File: src/rtl/bullet_pool.sv
// Multi-slot bullet engine: NUM_BUL bullets fired via req/ack, stepped on move_tick, drawn into VGA.
// Optional fire cooldown enabled by defining BULLET_POOL_COOLDOWN_EN.
module bullet_pool #(
    parameter int NUM_BUL = 4,
    parameter int COORD_W = 5,
    parameter int GRID_W  = 24,
    parameter int GRID_H  = 12,
    parameter int CELL    = 20,
    parameter int ORIGIN  = 80,
    parameter int HALF    = 3
`ifdef BULLET_POOL_COOLDOWN_EN
    ,
    parameter int COOLDOWN = 4
`endif
) (
    input  logic                         clk,
    input  logic                         rst,
    input  logic                         enable,
    input  logic                         move_tick,
    input  logic                         fire_req,
    input  logic [1:0]                   fire_dir,
    input  logic [COORD_W-1:0]           fire_x,
    input  logic [COORD_W-1:0]           fire_y,
    output logic                         fire_ack,
    output logic                         pool_full,
    input  logic [NUM_BUL-1:0]           kill,
    output logic [NUM_BUL-1:0]           bul_active,
    output logic [NUM_BUL*COORD_W-1:0]   bul_x_flat,
    output logic [NUM_BUL*COORD_W-1:0]   bul_y_flat,
    output logic [NUM_BUL-1:0]           expire,
    input  logic [10:0]                  VGA_xpos,
    input  logic [10:0]                  VGA_ypos,
    output logic [11:0]                  VGA_data
);

    typedef enum logic {IDLE = 1'b0, FLY = 1'b1} slot_state_t;

    slot_state_t        state_q [NUM_BUL];
    slot_state_t        state_d [NUM_BUL];
    logic [COORD_W-1:0] x_q [NUM_BUL];
    logic [COORD_W-1:0] x_d [NUM_BUL];
    logic [COORD_W-1:0] y_q [NUM_BUL];
    logic [COORD_W-1:0] y_d [NUM_BUL];
    logic [1:0]         dir_q [NUM_BUL];
    logic [1:0]         dir_d [NUM_BUL];
    logic [NUM_BUL-1:0] expire_d;
    logic [NUM_BUL-1:0] load_sel;
    logic [NUM_BUL-1:0] at_edge;
    logic               any_idle;
    logic               accept;
    logic               cd_ok;
    logic               hit;
    logic [10:0]        cx [NUM_BUL];
    logic [10:0]        cy [NUM_BUL];

`ifdef BULLET_POOL_COOLDOWN_EN
    localparam int CD_W = (COOLDOWN < 2) ? 1 : $clog2(COOLDOWN + 1);
    logic [CD_W-1:0] cd_q;

    // Accept reloads the counter; each enabled move tick drains it towards zero.
    always_ff @(posedge clk) begin
        if (rst) begin
            cd_q <= '0;
        end else if (accept) begin
            cd_q <= CD_W'(COOLDOWN);
        end else if (enable && move_tick && cd_q != '0) begin
            cd_q <= cd_q - 1'b1;
        end
    end

    assign cd_ok = (cd_q == '0);
`else
    assign cd_ok = 1'b1;
`endif

    // Lowest-index idle slot, judged on pre-cycle state so a slot killed now is not reused.
    always_comb begin
        load_sel = '0;
        any_idle = 1'b0;
        for (int i = 0; i < NUM_BUL; i++) begin
            if (state_q[i] == IDLE && !any_idle) begin
                load_sel[i] = 1'b1;
                any_idle    = 1'b1;
            end
        end
    end

    assign accept = enable && fire_req && !fire_ack && any_idle && cd_ok &&
                    (int'(fire_x) < GRID_W) && (int'(fire_y) < GRID_H);

    always_comb begin
        for (int i = 0; i < NUM_BUL; i++) begin
            unique case (dir_q[i])
                2'b00:   at_edge[i] = (y_q[i] == '0);
                2'b01:   at_edge[i] = (y_q[i] == COORD_W'(GRID_H - 1));
                2'b10:   at_edge[i] = (x_q[i] == '0);
                default: at_edge[i] = (x_q[i] == COORD_W'(GRID_W - 1));
            endcase
        end
    end

    // Per-slot next state: kill takes priority over movement.
    always_comb begin
        for (int i = 0; i < NUM_BUL; i++) begin
            state_d[i]  = state_q[i];
            x_d[i]      = x_q[i];
            y_d[i]      = y_q[i];
            dir_d[i]    = dir_q[i];
            expire_d[i] = 1'b0;
            if (enable) begin
                unique case (state_q[i])
                    IDLE: begin
                        if (accept && load_sel[i]) begin
                            state_d[i] = FLY;
                            x_d[i]     = fire_x;
                            y_d[i]     = fire_y;
                            dir_d[i]   = fire_dir;
                        end
                    end
                    FLY: begin
                        if (kill[i]) begin
                            state_d[i] = IDLE;
                            x_d[i]     = '1;
                            y_d[i]     = '1;
                        end else if (move_tick) begin
                            if (at_edge[i]) begin
                                state_d[i]  = IDLE;
                                x_d[i]      = '1;
                                y_d[i]      = '1;
                                expire_d[i] = 1'b1;
                            end else begin
                                unique case (dir_q[i])
                                    2'b00:   y_d[i] = y_q[i] - 1'b1;
                                    2'b01:   y_d[i] = y_q[i] + 1'b1;
                                    2'b10:   x_d[i] = x_q[i] - 1'b1;
                                    default: x_d[i] = x_q[i] + 1'b1;
                                endcase
                            end
                        end
                    end
                    default: ;
                endcase
            end
        end
    end

    always_comb begin
        hit = 1'b0;
        for (int i = 0; i < NUM_BUL; i++) begin
            cx[i] = 11'(x_q[i]) * 11'(CELL) + 11'(ORIGIN);
            cy[i] = 11'(y_q[i]) * 11'(CELL) + 11'(ORIGIN);
            if (state_q[i] == FLY &&
                (cx[i] - 11'(HALF)) < VGA_xpos && VGA_xpos < (cx[i] + 11'(HALF)) &&
                (cy[i] - 11'(HALF)) < VGA_ypos && VGA_ypos < (cy[i] + 11'(HALF))) begin
                hit = 1'b1;
            end
        end
    end

    always_ff @(posedge clk) begin
        if (rst) begin
            for (int i = 0; i < NUM_BUL; i++) begin
                state_q[i] <= IDLE;
                x_q[i]     <= '1;
                y_q[i]     <= '1;
                dir_q[i]   <= 2'b00;
            end
            fire_ack <= 1'b0;
            expire   <= '0;
            VGA_data <= 12'h000;
        end else begin
            for (int i = 0; i < NUM_BUL; i++) begin
                state_q[i] <= state_d[i];
                x_q[i]     <= x_d[i];
                y_q[i]     <= y_d[i];
                dir_q[i]   <= dir_d[i];
            end
            fire_ack <= accept;
            expire   <= expire_d;
            VGA_data <= (enable && hit) ? 12'hFFF : 12'h000;
        end
    end

    for (genvar g = 0; g < NUM_BUL; g++) begin : g_out
        assign bul_active[g]                     = (state_q[g] == FLY);
        assign bul_x_flat[g*COORD_W +: COORD_W]  = x_q[g];
        assign bul_y_flat[g*COORD_W +: COORD_W]  = y_q[g];
    end

    assign pool_full = &bul_active;

endmodule

File: config.mk
export PLATFORM = sky130hd
export DESIGN_NAME = bullet_pool
export DESIGN_NICKNAME = d
export VERILOG_FILES = /design/src/rtl/bullet_pool.sv
export SDC_FILE = /design/constraint.sdc
export NUM_CORES = 1
export LEC_CHECK = 0
export CORE_MARGIN = 2
export CORE_UTILIZATION = 46
export DETAILED_ROUTE_END_ITERATION = 8
export PLACE_DENSITY_LB_ADDON = 0.25
export SYNTH_ARGS = -nofsm -noshare
export SYNTH_HDL_FRONTEND = slang
export SYNTH_SLANG_ARGS = --single-unit
File: constraint.sdc
create_clock -name clk -period 4.8 [get_ports clk]
set_input_delay 0.96 -clock clk [delete_from_list [all_inputs] [get_ports clk]]
set_output_delay 0.96 -clock clk [all_outputs]
set_load 0.02 [all_outputs]
==> impl_metrics.ini <==
[yosys]
syn_area_per_cell_um2 = 8.53
seq_area_frac_synth_pct = 11.7
syn_inst = 1164
ys_ff_latch = 58
synth_area_leaders = ha_1 31%, dfxtp_1 12%, xnor2_1 7.9%, a21oi_1 4.7%, inv_1 3.7%
synthFlopType = dfxtp_1
netlist_area_mm2 = 0.00993
yosys_warnings = 0
synth_top_area_share_pct = 31.3
synth_edf_count = 0
yosysTopAreaCell = ha_1
synth_async_sr_flop_share_pct = 0
ys_types = 75

[setup_path]
worst_path_max_delay_cell = or4_1
crit_buf_inv = 0
cp.depth = 15
crit_type = register to register
cp_slowest_stage_delay_ns = 0.54
ff2ff_path_depth = 15
crit_fanout = 8
end_kind = register
cp.required_ns = 5.02
cp-start-kind = register
crit_path_cell_trace = ha_1 > ha_1 > fa_1 > xor2_1 > o21ai_0 > xnor2_1 > xnor2_1 > nor3b_1 > xnor2_1 > ha_1 > nand4_1 > or4_1 > nand4_1 > nor4_1 > or4_1
arrival_ns = 4.50
cpLargestDelayFamily = simple AND/OR/NAND/NOR gates

[pwr]
p_per_area_mw_per_mm2 = 170
p_comb_share_pct = 34.8
p_total_mw = 1.96
p_int_mw = 1.30
pwr-share-seq_pct = 25.5
p_sw_share_pct = 33.8
p_sw_mw = 0.663
leakage_nw = 5.05
peakVddDrop_mv = 0.185
clkPwrFrac_pct = 39.6

[clocking]
cts_buffer_depth = 2
htree_levels = 3
cts_buffers = 9
root_buffer = clkbuf_16
cts_tree = done
post_cts_buffers = 0
clk_latency_ns = 0.35
cts_hold_buf = 0
clkTransAtPathRegs_ns = 0.06
clkSinkCount = 58
post_cts_resize_count = 0

[final_layout]
register_area_mm2 = 0.00116
fillCellCount = 1990
finalNetCount = 1563
layout_commonest_cell = ha_1
drive_gt1_share_pct = 4.12
area_growth_pct = 16.2
multi_input_area_mm2 = 0.00817
final_core_util_pct = 54.7
final_cell_mix = 248 x ha_1, 103 x clkdlybuf4s50_1, 97 x inv_1, 94 x a21oi_1, 90 x xnor2_1
instances_no_fill = 1537

[sta]
hold_viol = 0
tightest_slew_ns = 0.940
finalCritPeriodShare_pct = 89.2
rsz0062_at_grt = false
finClkSkew_ns = 0.00919
relSlewSlack_pct = 37.2
max_freq_ghz = 0.234
holdWs_ns = 0.611
finalSetupTns_ns = 0
finalSetupViolations = 0
min_period_ns = 4.28
report.final.slew_viol_count = 0

[worst_hold_path]
worstHoldPathType = register to register
whs_path_depth = 2

[die]
start_util_pct = 47.1
die_w_um = 151
core_area_mm2 = 0.0211
ios = 105
rows = 53
die_h_um = 151
dieArea_mm2 = 0.0228

[status]
status = finished clean

[placed_design]
place.gp.congestion = 0.927
dpl.hpwl_um = 24400
portBuffers = 104
dp_cells = 1520

[routing]
wl_um = 29800
drt_iter0_markers = 523
wl_per_cell_um = 19.4
detail-route-antenna-nets = 0
first_pass_iters = 5
route.detailed.drc = 0
vias = 9029
avgViaCountPerCell = 5.87

[global_routing]
grt_util_all_layers_pct = 26.6
antenna_found_initial = 0
overflow = 0
grt_max_degree = 54
grt_pass1_vias = 8666
grt_pass1_wl_um = 46700

[flow_run]
max-cap-violations = 0
==> final cells by class <==
cell class | count | area share, %
Multi-Input combinational cell | 972 | 70.8
Sequential cell | 58 | 10.1
Timing Repair Buffer | 118 | 9.89
Inverter | 97 | 3.16
Tap cell | 275 | 2.98
Clock buffer | 9 | 1.95
Clock inverter | 7 | 1.08
Antenna cell | 1 | 0.0217
==> synth_stat cells (20+ instances only) <==
cell	count
nand2_1	39
a21oi_1	94
a21o_1	41
o21ai_0	60
xor2_1	38
inv_1	97
dfxtp_1	58
nand4_1	29
nand3_1	21
nor2_1	39
nand2b_1	20
nor3b_1	20
o22ai_1	34
xnor2_1	90
ha_1	248
==> worst reg2reg max path, cell delays in order (launching register included) <==
cell and delay, ns:
dfxtp_1 0.49, ha_1 0.29, ha_1 0.23, fa_1 0.41, xor2_1 0.27, o21ai_0 0.16, xnor2_1 0.16, xnor2_1 0.32
nor3b_1 0.12, xnor2_1 0.14, ha_1 0.32, nand4_1 0.11, or4_1 0.54, nand4_1 0.09, nor4_1 0.05, or4_1 0.46
==> through the flow <==
step | instance area, um2 | worst slack, ns
floorplan | 9950 | 0.699
global placement | 11200 | 0.623
detailed placement | 11200 | 0.551
CTS | 11500 | 0.539
global route | 11500 | 0.231
finish | 11500 | 0.520
==> worst paths after layout <==
check                                 from                  endpoint  slack (ns)
setup / recovery    y_q[1][1]$_SDFFE_PP1P_   VGA_data[10]$_SDFF_PP0_        0.52
setup reg to reg    y_q[1][1]$_SDFFE_PP1P_   VGA_data[10]$_SDFF_PP0_        0.52
hold / removal    dir_q[2][1]$_SDFFE_PP0P_  dir_q[2][1]$_SDFFE_PP0P_        0.61
hold reg to reg   dir_q[2][1]$_SDFFE_PP0P_  dir_q[2][1]$_SDFFE_PP0P_        0.61
==> cells by family after synthesis <==
group                    Yosys count  synth area share, %
adder cells (fa/ha/maj)          264                 34.5
AO/OA/AOI/OAI                    327                 21.4
AND/OR/NAND/NOR                  236                 13.9
other                              1               0.0378
multiplexers                       9                0.908
flip-flops                        58                 11.7
buffers and inverters            141                 6.25
XOR/XNOR                         128                 11.3
==> sequential cells by signal (all words and copies together), names as in the netlist <==
name,flops
expire,4
dir_q,8
VGA_data,1
state_q,4
x_q,20
fire_ack,1
y_q,20
==> power by group through the flow <==
stage | clock [mW] | combinational [mW] | sequential [mW]
after floorplan | 0 | 0.464 | 0.514
after global placement | 0 | 0.660 | 0.511
after detailed placement | 0 | 0.675 | 0.511
after CTS | 0.785 | 0.680 | 0.501
after global routing | 0.800 | 0.767 | 0.502
final | 0.777 | 0.684 | 0.501
==> metal layers <==
metal / GRT usage, % / vias up / routed length [um]
li1: - / 4461 / -
met1: 37.2 / 4245 / 14000
met2: 42.3 / 277 / 13300
met3: 3.19 / 46 / 1610
met4: 8.97 / 0 / 885
met5: 0 / - / 0
(Power assumes the default switching activity.)
